[src/rtl/btn_evt_pkg.sv]
// Shared types and helpers for the multi-button event controller.
package btn_evt_pkg;

    // Event codes as they appear on o_evt_type
    typedef enum logic [1:0] {
        EVT_PRESS   = 2'd0,
        EVT_RELEASE = 2'd1,
        EVT_LONG    = 2'd2,
        EVT_REPEAT  = 2'd3
    } evt_type_e;

    // Per-button event FSM states
    typedef enum logic [1:0] {
        ST_IDLE   = 2'd0,
        ST_HELD   = 2'd1,
        ST_REPEAT = 2'd2
    } btn_state_e;

    function automatic int max_int(input int a, input int b);
        return (a > b) ? a : b;
    endfunction

    // Hold counter must be able to represent the larger of the two intervals
    function automatic int cnt_width(input int long_ms, input int repeat_ms);
        return $clog2(max_int(long_ms, repeat_ms) + 1);
    endfunction

endpackage

[src/rtl/btn_event_unit.sv]
// One button: 2-FF sync, tick-sampled debounce with hysteresis,
// press/release/long/repeat FSM and a single-entry pending event slot.
module btn_event_unit
    import btn_evt_pkg::*;
#(
    parameter int DEBOUNCE_MS = 8,
    parameter int LONG_MS     = 1000,
    parameter int REPEAT_MS   = 200,
    parameter int CNT_W       = cnt_width(LONG_MS, REPEAT_MS)
) (
    input  logic      clk,
    input  logic      reset,
    input  logic      i_btn,
    input  logic      i_tick,
    input  logic      i_grant,
    output logic      o_level,
    output logic      o_pending,
    output evt_type_e o_type,
    output logic      o_drop
);

    localparam logic [CNT_W-1:0] LONG_LAST   = CNT_W'(LONG_MS - 1);
    localparam logic [CNT_W-1:0] REPEAT_LAST = CNT_W'(REPEAT_MS - 1);

    logic                   r_sync_p0;
    logic                   r_sync_p1;
    logic [DEBOUNCE_MS-1:0] r_shift;
    logic                   r_level;
    btn_state_e             r_state;
    btn_state_e             w_state_nxt;
    logic [CNT_W-1:0]       r_cnt;
    logic [CNT_W-1:0]       w_cnt_nxt;
    logic                   w_evt_fire;
    evt_type_e              w_evt_type;
    logic                   r_pending;
    evt_type_e              r_type;

    // Bring the raw asynchronous input into the clk domain
    always_ff @(posedge clk or posedge reset) begin
        if (reset) begin
            r_sync_p0 <= 1'b0;
            r_sync_p1 <= 1'b0;
        end else begin
            r_sync_p0 <= i_btn;
            r_sync_p1 <= r_sync_p0;
        end
    end

    // Debounce window: one synchronized sample enters per tick
    always_ff @(posedge clk or posedge reset) begin
        if (reset) begin
            r_shift <= '0;
        end else if (i_tick) begin
            r_shift <= {r_shift[DEBOUNCE_MS-2:0], r_sync_p1};
        end
    end

    // Level only moves on a fully agreeing window, otherwise it holds
    always_ff @(posedge clk or posedge reset) begin
        if (reset) begin
            r_level <= 1'b0;
        end else if (&r_shift) begin
            r_level <= 1'b1;
        end else if (~|r_shift) begin
            r_level <= 1'b0;
        end
    end

    // FSM state and hold counter register
    always_ff @(posedge clk or posedge reset) begin
        if (reset) begin
            r_state <= ST_IDLE;
            r_cnt   <= '0;
        end else begin
            r_state <= w_state_nxt;
            r_cnt   <= w_cnt_nxt;
        end
    end

    // Next state: a falling level beats any timer expiry in the same cycle
    always_comb begin
        w_state_nxt = r_state;
        w_cnt_nxt   = r_cnt;
        case (r_state)
            ST_IDLE: begin
                if (r_level) begin
                    w_state_nxt = ST_HELD;
                    w_cnt_nxt   = '0;
                end
            end
            ST_HELD: begin
                if (!r_level) begin
                    w_state_nxt = ST_IDLE;
                end else if (i_tick) begin
                    if (r_cnt == LONG_LAST) begin
                        w_state_nxt = ST_REPEAT;
                        w_cnt_nxt   = '0;
                    end else begin
                        w_cnt_nxt = r_cnt + CNT_W'(1);
                    end
                end
            end
            ST_REPEAT: begin
                if (!r_level) begin
                    w_state_nxt = ST_IDLE;
                end else if (i_tick) begin
                    if (r_cnt == REPEAT_LAST) begin
                        w_cnt_nxt = '0;
                    end else begin
                        w_cnt_nxt = r_cnt + CNT_W'(1);
                    end
                end
            end
            default: begin
                w_state_nxt = ST_IDLE;
                w_cnt_nxt   = '0;
            end
        endcase
    end

    // Event outputs of the FSM (Mealy: fire on the transition cycle)
    always_comb begin
        w_evt_fire = 1'b0;
        w_evt_type = EVT_PRESS;
        case (r_state)
            ST_IDLE: begin
                if (r_level) begin
                    w_evt_fire = 1'b1;
                    w_evt_type = EVT_PRESS;
                end
            end
            ST_HELD: begin
                if (!r_level) begin
                    w_evt_fire = 1'b1;
                    w_evt_type = EVT_RELEASE;
                end else if (i_tick && (r_cnt == LONG_LAST)) begin
                    w_evt_fire = 1'b1;
                    w_evt_type = EVT_LONG;
                end
            end
            ST_REPEAT: begin
                if (!r_level) begin
                    w_evt_fire = 1'b1;
                    w_evt_type = EVT_RELEASE;
                end else if (i_tick && (r_cnt == REPEAT_LAST)) begin
                    w_evt_fire = 1'b1;
                    w_evt_type = EVT_REPEAT;
                end
            end
            default: begin
                w_evt_fire = 1'b0;
                w_evt_type = EVT_PRESS;
            end
        endcase
    end

    // Pending slot: a new event always wins; a grant in the same cycle
    // sends the old entry out, so the new one stays queued
    always_ff @(posedge clk or posedge reset) begin
        if (reset) begin
            r_pending <= 1'b0;
            r_type    <= EVT_PRESS;
        end else if (w_evt_fire) begin
            r_pending <= 1'b1;
            r_type    <= w_evt_type;
        end else if (i_grant) begin
            r_pending <= 1'b0;
        end
    end

    assign o_drop    = w_evt_fire & r_pending & ~i_grant;
    assign o_level   = r_level;
    assign o_pending = r_pending;
    assign o_type    = r_type;

endmodule

[src/rtl/button_event_ctrl.sv]
// Multi-button event controller: tick generator, per-button event units,
// round-robin arbiter and a valid/ready output register.
module button_event_ctrl
    import btn_evt_pkg::*;
#(
    parameter int NUM_BTN     = 4,
    parameter int CLK_HZ      = 100_000_000,
    parameter int TICK_HZ     = 1000,
    parameter int DEBOUNCE_MS = 8,
    parameter int LONG_MS     = 1000,
    parameter int REPEAT_MS   = 200
) (
    input  logic                       clk,
    input  logic                       reset,
    input  logic [NUM_BTN-1:0]         i_btn,
    output logic                       o_evt_valid,
    input  logic                       i_evt_ready,
    output logic [$clog2(NUM_BTN)-1:0] o_evt_btn,
    output logic [1:0]                 o_evt_type,
    output logic [NUM_BTN-1:0]         o_btn_level,
    output logic                       o_evt_drop
);

    localparam int TICK_DIV = CLK_HZ / TICK_HZ;
    localparam int TICK_W   = (TICK_DIV > 1) ? $clog2(TICK_DIV) : 1;
    localparam int BTN_W    = $clog2(NUM_BTN);
    localparam int CNT_W    = cnt_width(LONG_MS, REPEAT_MS);
    localparam logic [TICK_W-1:0] TICK_LAST = TICK_W'(TICK_DIV - 1);

    logic [TICK_W-1:0]  r_tick_cnt;
    logic               w_tick;
    logic [NUM_BTN-1:0] w_pending;
    logic [NUM_BTN-1:0] w_grant;
    logic [NUM_BTN-1:0] w_drop;
    logic [NUM_BTN-1:0] w_level;
    evt_type_e          w_type [NUM_BTN];
    logic               w_load_en;
    logic               w_hi_found;
    logic [BTN_W-1:0]   w_hi_idx;
    logic               w_lo_found;
    logic [BTN_W-1:0]   w_lo_idx;
    logic [BTN_W-1:0]   w_gnt_idx;
    logic               r_evt_valid;
    logic [BTN_W-1:0]   r_evt_btn;
    evt_type_e          r_evt_type;
    logic [BTN_W-1:0]   r_last_grant;
    logic               r_drop;

    // Free-running divider; tick is high for the terminal-count cycle
    always_ff @(posedge clk or posedge reset) begin
        if (reset) begin
            r_tick_cnt <= '0;
        end else if (r_tick_cnt == TICK_LAST) begin
            r_tick_cnt <= '0;
        end else begin
            r_tick_cnt <= r_tick_cnt + TICK_W'(1);
        end
    end

    assign w_tick = (r_tick_cnt == TICK_LAST);

    genvar g;
    generate
        for (g = 0; g < NUM_BTN; g++) begin : g_btn
            assign w_grant[g] = w_load_en && w_lo_found && (w_gnt_idx == BTN_W'(g));

            btn_event_unit #(
                .DEBOUNCE_MS (DEBOUNCE_MS),
                .LONG_MS     (LONG_MS),
                .REPEAT_MS   (REPEAT_MS),
                .CNT_W       (CNT_W)
            ) u_unit (
                .clk       (clk),
                .reset     (reset),
                .i_btn     (i_btn[g]),
                .i_tick    (w_tick),
                .i_grant   (w_grant[g]),
                .o_level   (w_level[g]),
                .o_pending (w_pending[g]),
                .o_type    (w_type[g]),
                .o_drop    (w_drop[g])
            );
        end
    endgenerate

    // Round robin: lowest pending index above last_grant, else lowest overall
    always_comb begin
        w_hi_found = 1'b0;
        w_hi_idx   = '0;
        w_lo_found = 1'b0;
        w_lo_idx   = '0;
        for (int k = NUM_BTN - 1; k >= 0; k--) begin
            if (w_pending[k]) begin
                w_lo_found = 1'b1;
                w_lo_idx   = BTN_W'(k);
                if (BTN_W'(k) > r_last_grant) begin
                    w_hi_found = 1'b1;
                    w_hi_idx   = BTN_W'(k);
                end
            end
        end
    end

    assign w_gnt_idx = w_hi_found ? w_hi_idx : w_lo_idx;
    assign w_load_en = !r_evt_valid || i_evt_ready;

    // Output register: reload whenever the consumer side is free
    always_ff @(posedge clk or posedge reset) begin
        if (reset) begin
            r_evt_valid  <= 1'b0;
            r_evt_btn    <= '0;
            r_evt_type   <= EVT_PRESS;
            r_last_grant <= BTN_W'(NUM_BTN - 1);
        end else if (w_load_en) begin
            if (w_lo_found) begin
                r_evt_valid  <= 1'b1;
                r_evt_btn    <= w_gnt_idx;
                r_evt_type   <= w_type[w_gnt_idx];
                r_last_grant <= w_gnt_idx;
            end else begin
                r_evt_valid <= 1'b0;
            end
        end
    end

    // Registered overwrite indication from any button
    always_ff @(posedge clk or posedge reset) begin
        if (reset) begin
            r_drop <= 1'b0;
        end else begin
            r_drop <= |w_drop;
        end
    end

    assign o_evt_valid = r_evt_valid;
    assign o_evt_btn   = r_evt_btn;
    assign o_evt_type  = r_evt_type;
    assign o_btn_level = w_level;
    assign o_evt_drop  = r_drop;

endmodule
[config.mk]
export PLATFORM = sky130hd
export DESIGN_NAME = button_event_ctrl
export DESIGN_NICKNAME = d
export VERILOG_FILES = /design/src/rtl/btn_evt_pkg.sv /design/src/rtl/btn_event_unit.sv /design/src/rtl/button_event_ctrl.sv
export SDC_FILE = /design/constraint.sdc
export NUM_CORES = 1
export LEC_CHECK = 0
export CAP_MARGIN = 10
export CELL_PAD_IN_SITES_DETAIL_PLACEMENT = 1
export CELL_PAD_IN_SITES_GLOBAL_PLACEMENT = 2
export CORE_MARGIN = 8
export CORE_UTILIZATION = 37
export CTS_CLUSTER_SIZE = 14
export DETAILED_ROUTE_END_ITERATION = 8
export DONT_BUFFER_PORTS = 1
export PLACE_DENSITY = 0.76
export REMOVE_ABC_BUFFERS = 1
export SLEW_MARGIN = 20
export SYNTH_ARGS = -nofsm -noshare
export SYNTH_HDL_FRONTEND = slang
export SYNTH_SLANG_ARGS = --single-unit
[constraint.sdc]
create_clock -name clk -period 4.08 [get_ports clk]
set_input_delay 0.612 -clock clk [delete_from_list [all_inputs] [get_ports clk]]
set_output_delay 0.612 -clock clk [all_outputs]
set_load 0.05 [all_outputs]
==> results by group <==
Status
  – Status: completed

Route
  – DR vias/cell: 5.42
  – Post-DR wirelength/cell: 16.1 um
  – DRC errors left: 0
  – Detailed Routing Iterations Pass 1: 4
  – Initial DRC Count: 243
  – Wirelength, routed: 15400 um
  – Vias: 5174
  – Antenna Nets Post-Route: 0

Worst setup path
  – Reg2reg path depth: 8
  – Crit path DAT: 2.95 ns
  – Req. time, crit path: 4.35 ns
  – Critical path endpoint category: register
  – CP Class: register to register
  – Crit path launch type: register
  – Crit path max fanout: 43

Floorplanning
  – Initial Util: 0.379
  – Chip Height: 149 um
  – Chip width: 149 um
  – Core area: 17400 sq um
  – I/O pin total: 17
  – Row cnt: 48
  – Die Footprint: 22300 sq um

Clock tree
  – Hold buffer count at CTS: 0
  – Post-CTS resize count: 0
  – CTS HTree Levels: 4
  – CTS Root Cell: clkbuf_16
  – Clk Latency, worst-skew pair: 0.42 ns
  – CTS sink count: 129
  – CTS tree: built
  – Num CTS Buffers: 17
  – Clock transition at path regs: 0.06 ns
  – Clock buffer depth: 2
  – Post-CTS Setup Inserts: 0

Synth
  – Top cell type's share of synthesized area: 0.483
  – Post-synthesis cell type count: 62
  – Seq/Total Area, Yosys: 0.491
  – Top-count cell post-synth: nand2_1
  – Async SR Flop Fraction: 1.00
  – Post-synth EDFFs: 0
  – Synth Cell Area: 6590 sq um
  – Cell taking the most area after synthesis: dfrtp_1
  – Syn Area/Cell: 9.21 sq um
  – Top_reg_cell synth: dfrtp_1
  – Synth top cells by count: nand2_1 (149), dfrtp_1 (127), nor2_1 (53)
  – Mapped Cells: 715
  – Register bit count reported by yosys: 129
  – Yosys warning total: 0
  – Synth area leaders: dfrtp_1 (48%), nand2_1 (8.5%), ha_1 (4.0%)

Pwr
  – Leak: 3.34 nW
  – Gate power share: 0.056
  – Switching portion of total power: 0.248
  – P_sw: 0.789 mW
  – Clk pwr share: 0.492
  – Final Power: 3.18 mW
  – Peak VDD IR: 0.276 mV
  – Internal: 2.40 mW
  – Pwr/cell area: 430 nW/um^2
  – Sequential Power Share: 0.452

STA
  – Hold Vio Cnt, Final: 0
  – Min cycle time layout: 2.69 ns
  – Final setup violation count: 0
  – Final worst slack: 1.39 ns
  – Max Slew Vio Count: 0
  – Period utilisation layout: 0.658
  – Clock skew: 0.00781 ns
  – Max Clk Rate: 0.372 GHz
  – Setup_tns: 0 ns
  – Slew @ Worst Pin: 0.971 ns
  – Fin Hold WS: 0.221 ns
  – Worst relative slew slack: 0.353
  – RSZ-0062 raised after global routing: false

Placement
  – GPL Wtd Cong: 0.750
  – Placed inst area: 6800 sq um
  – DPL Wire Length: 10500 um
  – Placed cells: 923
  – I/O Buffers: 0
  – Setup WS pre-CTS: 1.37 ns

Global route
  – Initial antenna violation count: 0
  – Total GRT Usage: 0.148
  – Largest net degree at the start of global routing: 75
  – First-pass GRT wire length: 26900 um
  – Global route total overflow: 0
  – Vias in the first global route: 5479

Layout
  – Area of all placed cells without fillers: 7400 sq um
  – Layout cells sized above 1: 0.0767
  – Synth-to-layout area growth: 12.4%
  – Fin util: 0.427
  – Final Non-Filler Cells: 955
  – Number of antenna diodes: 0
  – Fin nets: 745

Job
  – # Max-Cap Violations: 0

Hold path
  – Worst hold path stage count: 0
  – Hold Crit Class: primary input to register
## placed cells by master, fill, tap and decap left out, types with 11 or more instances in the layout
master / Yosys / routed
nor2_1: 53 / 52
dfrtp_1: 127 / 127
inv_1: 32 / 31
ha_1: 21 / 21
clkbuf_16: 0 / 17
nor3_1: 13 / 13
a21oi_1: 18 / 18
nand2_1: 149 / 149
o31ai_1: 19 / 19
nand2b_1: 15 / 15
o21ai_0: 52 / 52
nand3_1: 30 / 30
xnor2_1: 13 / 13
nor2b_1: 11 / 11
## per-layer routing
metal | track usage | share of wire
met3 | 0.0311 | 0.022
met4 | 0.0525 | 0.014
met2 | 0.245 | 0.48
met5 | 0 | 0
met1 | 0.189 | 0.48
## worst max-delay path: stages (launching register included)
cell	delay, ns
dfrtp_1	0.41
ha_1	0.25
and4_1	0.25
nand4_4	0.20
buf_4	0.45
o32a_1	0.59
nor2_1	0.10
mux2i_1	0.18
o21ai_0	0.10
## path summary, 6_finish.rpt
| kind | start | endpoint | slack [ns] |
|---|---|---|---|
| min in group asynchronous | reset | g_btn[1].u_unit.r_cnt[7]$_DFFE_PP0P_ | 0.28 |
| max in group asynchronous | reset | r_last_grant[0]$_DFFE_PP1P_ | 2.81 |
| hold reg to reg | g_btn[3].u_unit.r_sync_p0$_DFF_PP0_ | g_btn[3].u_unit.r_sync_p1$_DFF_PP0_ | 0.36 |
| setup / recovery | r_tick_cnt[0]$_DFF_PP0_ | g_btn[0].u_unit.r_cnt[8]$_DFFE_PP0P_ | 1.39 |
| setup reg to reg | r_tick_cnt[0]$_DFF_PP0_ | g_btn[0].u_unit.r_cnt[8]$_DFFE_PP0P_ | 1.39 |
| hold / removal | i_btn[2] | g_btn[2].u_unit.r_sync_p0$_DFF_PP0_ | 0.22 |
## final cells by class
type                    count  area [sq um]
inverters                  32           123
well taps                 225           282
flip-flops and latches    129          3230
repair buffers              5          37.5
fillers                  2020          9950
clock buffers              22           474
multi-input cells         532          3120
clock inverters            10           133
## state kept, by name (all words and copies together), names as in the netlist
signal and flops:
g_btn.u_unit.r_shift 32, g_btn.u_unit.o_type 8, g_btn.u_unit.r_sync_p1 4, o_evt_valid 1, g_btn.u_unit.r_cnt 40, g_btn.u_unit.r_sync_p0 4, r_last_grant 2, o_evt_btn 2
g_btn.u_unit.o_pending 4, r_tick_cnt 17, o_evt_drop 1, o_evt_type 2, g_btn.u_unit.r_state 8, g_btn.u_unit.o_level 4
## cells by family (layout without fill, tap and decap cells)
| kind of cell | count (synthesis) | after routing | share of synthesized area |
|---|---|---|---|
| buf+inv | 54 | 69 | 0.0355 |
| fa+ha+maj | 21 | 21 | 0.0399 |
| mux | 9 | 9 | 0.0144 |
| xor+xnor | 23 | 23 | 0.0306 |
| simple gates | 340 | 340 | 0.251 |
| flops | 129 | 129 | 0.491 |
| compound gates | 139 | 139 | 0.138 |
## power groups by stage
stage          Combinational (mW)  Sequential [mW]  Clock [mW]
2_1_floorplan               0.131             1.45           0
3_3_place_gp                0.171             1.46           0
3_5_place_dp                0.182             1.46           0
4_1_cts                     0.183             1.44        1.61
5_1_grt                     0.204             1.44        1.66
6_report                    0.179             1.44        1.57
No activity file was read; power rests on OpenSTA's default activity.
==> patch: new RTL, config.mk and constraints unchanged <==
One comparison of `r_cnt` changes from == to >=.
--- a/src/rtl/btn_event_unit.sv
+++ b/src/rtl/btn_event_unit.sv
@@ -106,3 +106,3 @@
                 end else if (i_tick) begin
-                    if (r_cnt == REPEAT_LAST) begin
+                    if (r_cnt >= REPEAT_LAST) begin
                         w_cnt_nxt = '0;
Function: same outputs for any inputs over 10 cycles, from zero or initial values and one cycle with reset high; that may be too few to reach the edited logic, so the function may still have changed.
==> patch against the original RTL <==
Via count grew 4.1%; synthesized area rose by 1.3%; worst setup slack lost 0.23 ns; total power grew 5.3%; routed wire length is 3.1% higher; utilization fell by 0.41 points; first-iteration DRC count decreased by 3.7%; sequential share of layout area decreased by 0.77 points; final area up 1.8%; sequential cell count is the same.
==> patch: results (changes against the original RTL) <==
metric,value,unit,change
register area share after synthesis,0.484,,-0.00635
Initial DRC Count,234,,-3.7%
Non-clock buffer share,0.00764,,+0.00257
Synth cell types,61,,-1.6%
final core area utilization,0.422,,-0.00414
Inverters excl. clock,27,,-16%
# nets final,769,,+3.2%
pin count of the biggest net entering global routing,70,,-6.7%
DP Area,6900,µm²,+1.5%
first-pass GRT wire length,27900,µm,+3.5%
maximum VDD drop,0.000312,V,+13%
Well Taps,229,,+1.8%
Total GRT Usage,0.152,,+0.00345
final worst setup slack,1.16,ns,-0.233 ns
status,"complete, no violations",,
sw power,0.840,mW,+6.5%
Worst path slowest cell,or2_1,,
reg2reg end,g_btn[1].u_unit.r_cnt[3],,
average routed wire per standard cell,16.2,µm,+0.14%
routed vias,5385,,+4.1%
Vias/cell,5.48,,+1.1%
Crit path max-delay family,simple AND/OR/NAND/NOR gates,,
number of fill cells,2077,,+2.8%
Leakage,3.40,nW,+1.9%
DP HPWL,11000,µm,+4.6%
Area contributors post-synth,"dfrtp_1, nand2_1, o21ai_0",,
CP max FO,16,,-63%
Final Power,3.35,mW,+5.3%
Placed Instances,951,,+3.0%
ClkCell Share,0.0843,,+0.00238
CP Data Arrival Time,3.28,ns,+0.33 ns
clock power share,0.496,,+0.004
worst min path class,primary input to async pin,,
clock skew,0.00873,ns,+0.000917 ns
fraction of area in multi-input gates,0.427,,+0.00519
vias in the first global route,5632,,+2.8%
most frequent cells after synthesis,"nand2_1, dfrtp_1, o21ai_0",,
-- patch: changes by cell type after synthesis, moves of 4 or more --
cell      unedited run  this run
o31ai_1             19        14
or3_1               10         5
inv_1               32        27
nand3_1             30        37
and4bb_2             0         4
xor2_1              10         4
nor2b_1             11         6
a31oi_1              4         8
nand2_1            149       155
o41ai_1              2        10
and4_1               1         5
o21ai_0             52        64
o21ai_1              1         8
-- patch: cells by family (layout without fill, tap and decap cells) --
family                     Yosys count  in the layout  share of synthesized area
adders and majority gates           21             21                     0.0394
DFF                                129            129                      0.484
AOI/OAI and AO/OA                  164            164                      0.154
muxes                               10             10                     0.0159
buffers and inverters               52             65                     0.0334
and+or+nand+nor                    349            349                      0.252
xor gates and xnor gates            16             16                     0.0210
-- patch: per-layer routing --
| metal | wire [µm] | global-route usage |
|---|---|---|
| met1 | 7780 | 0.194 |
| met2 | 7540 | 0.248 |
| met3 | 389 | 0.0376 |
| met4 | 169 | 0.0465 |
| met5 | 0 | 0 |
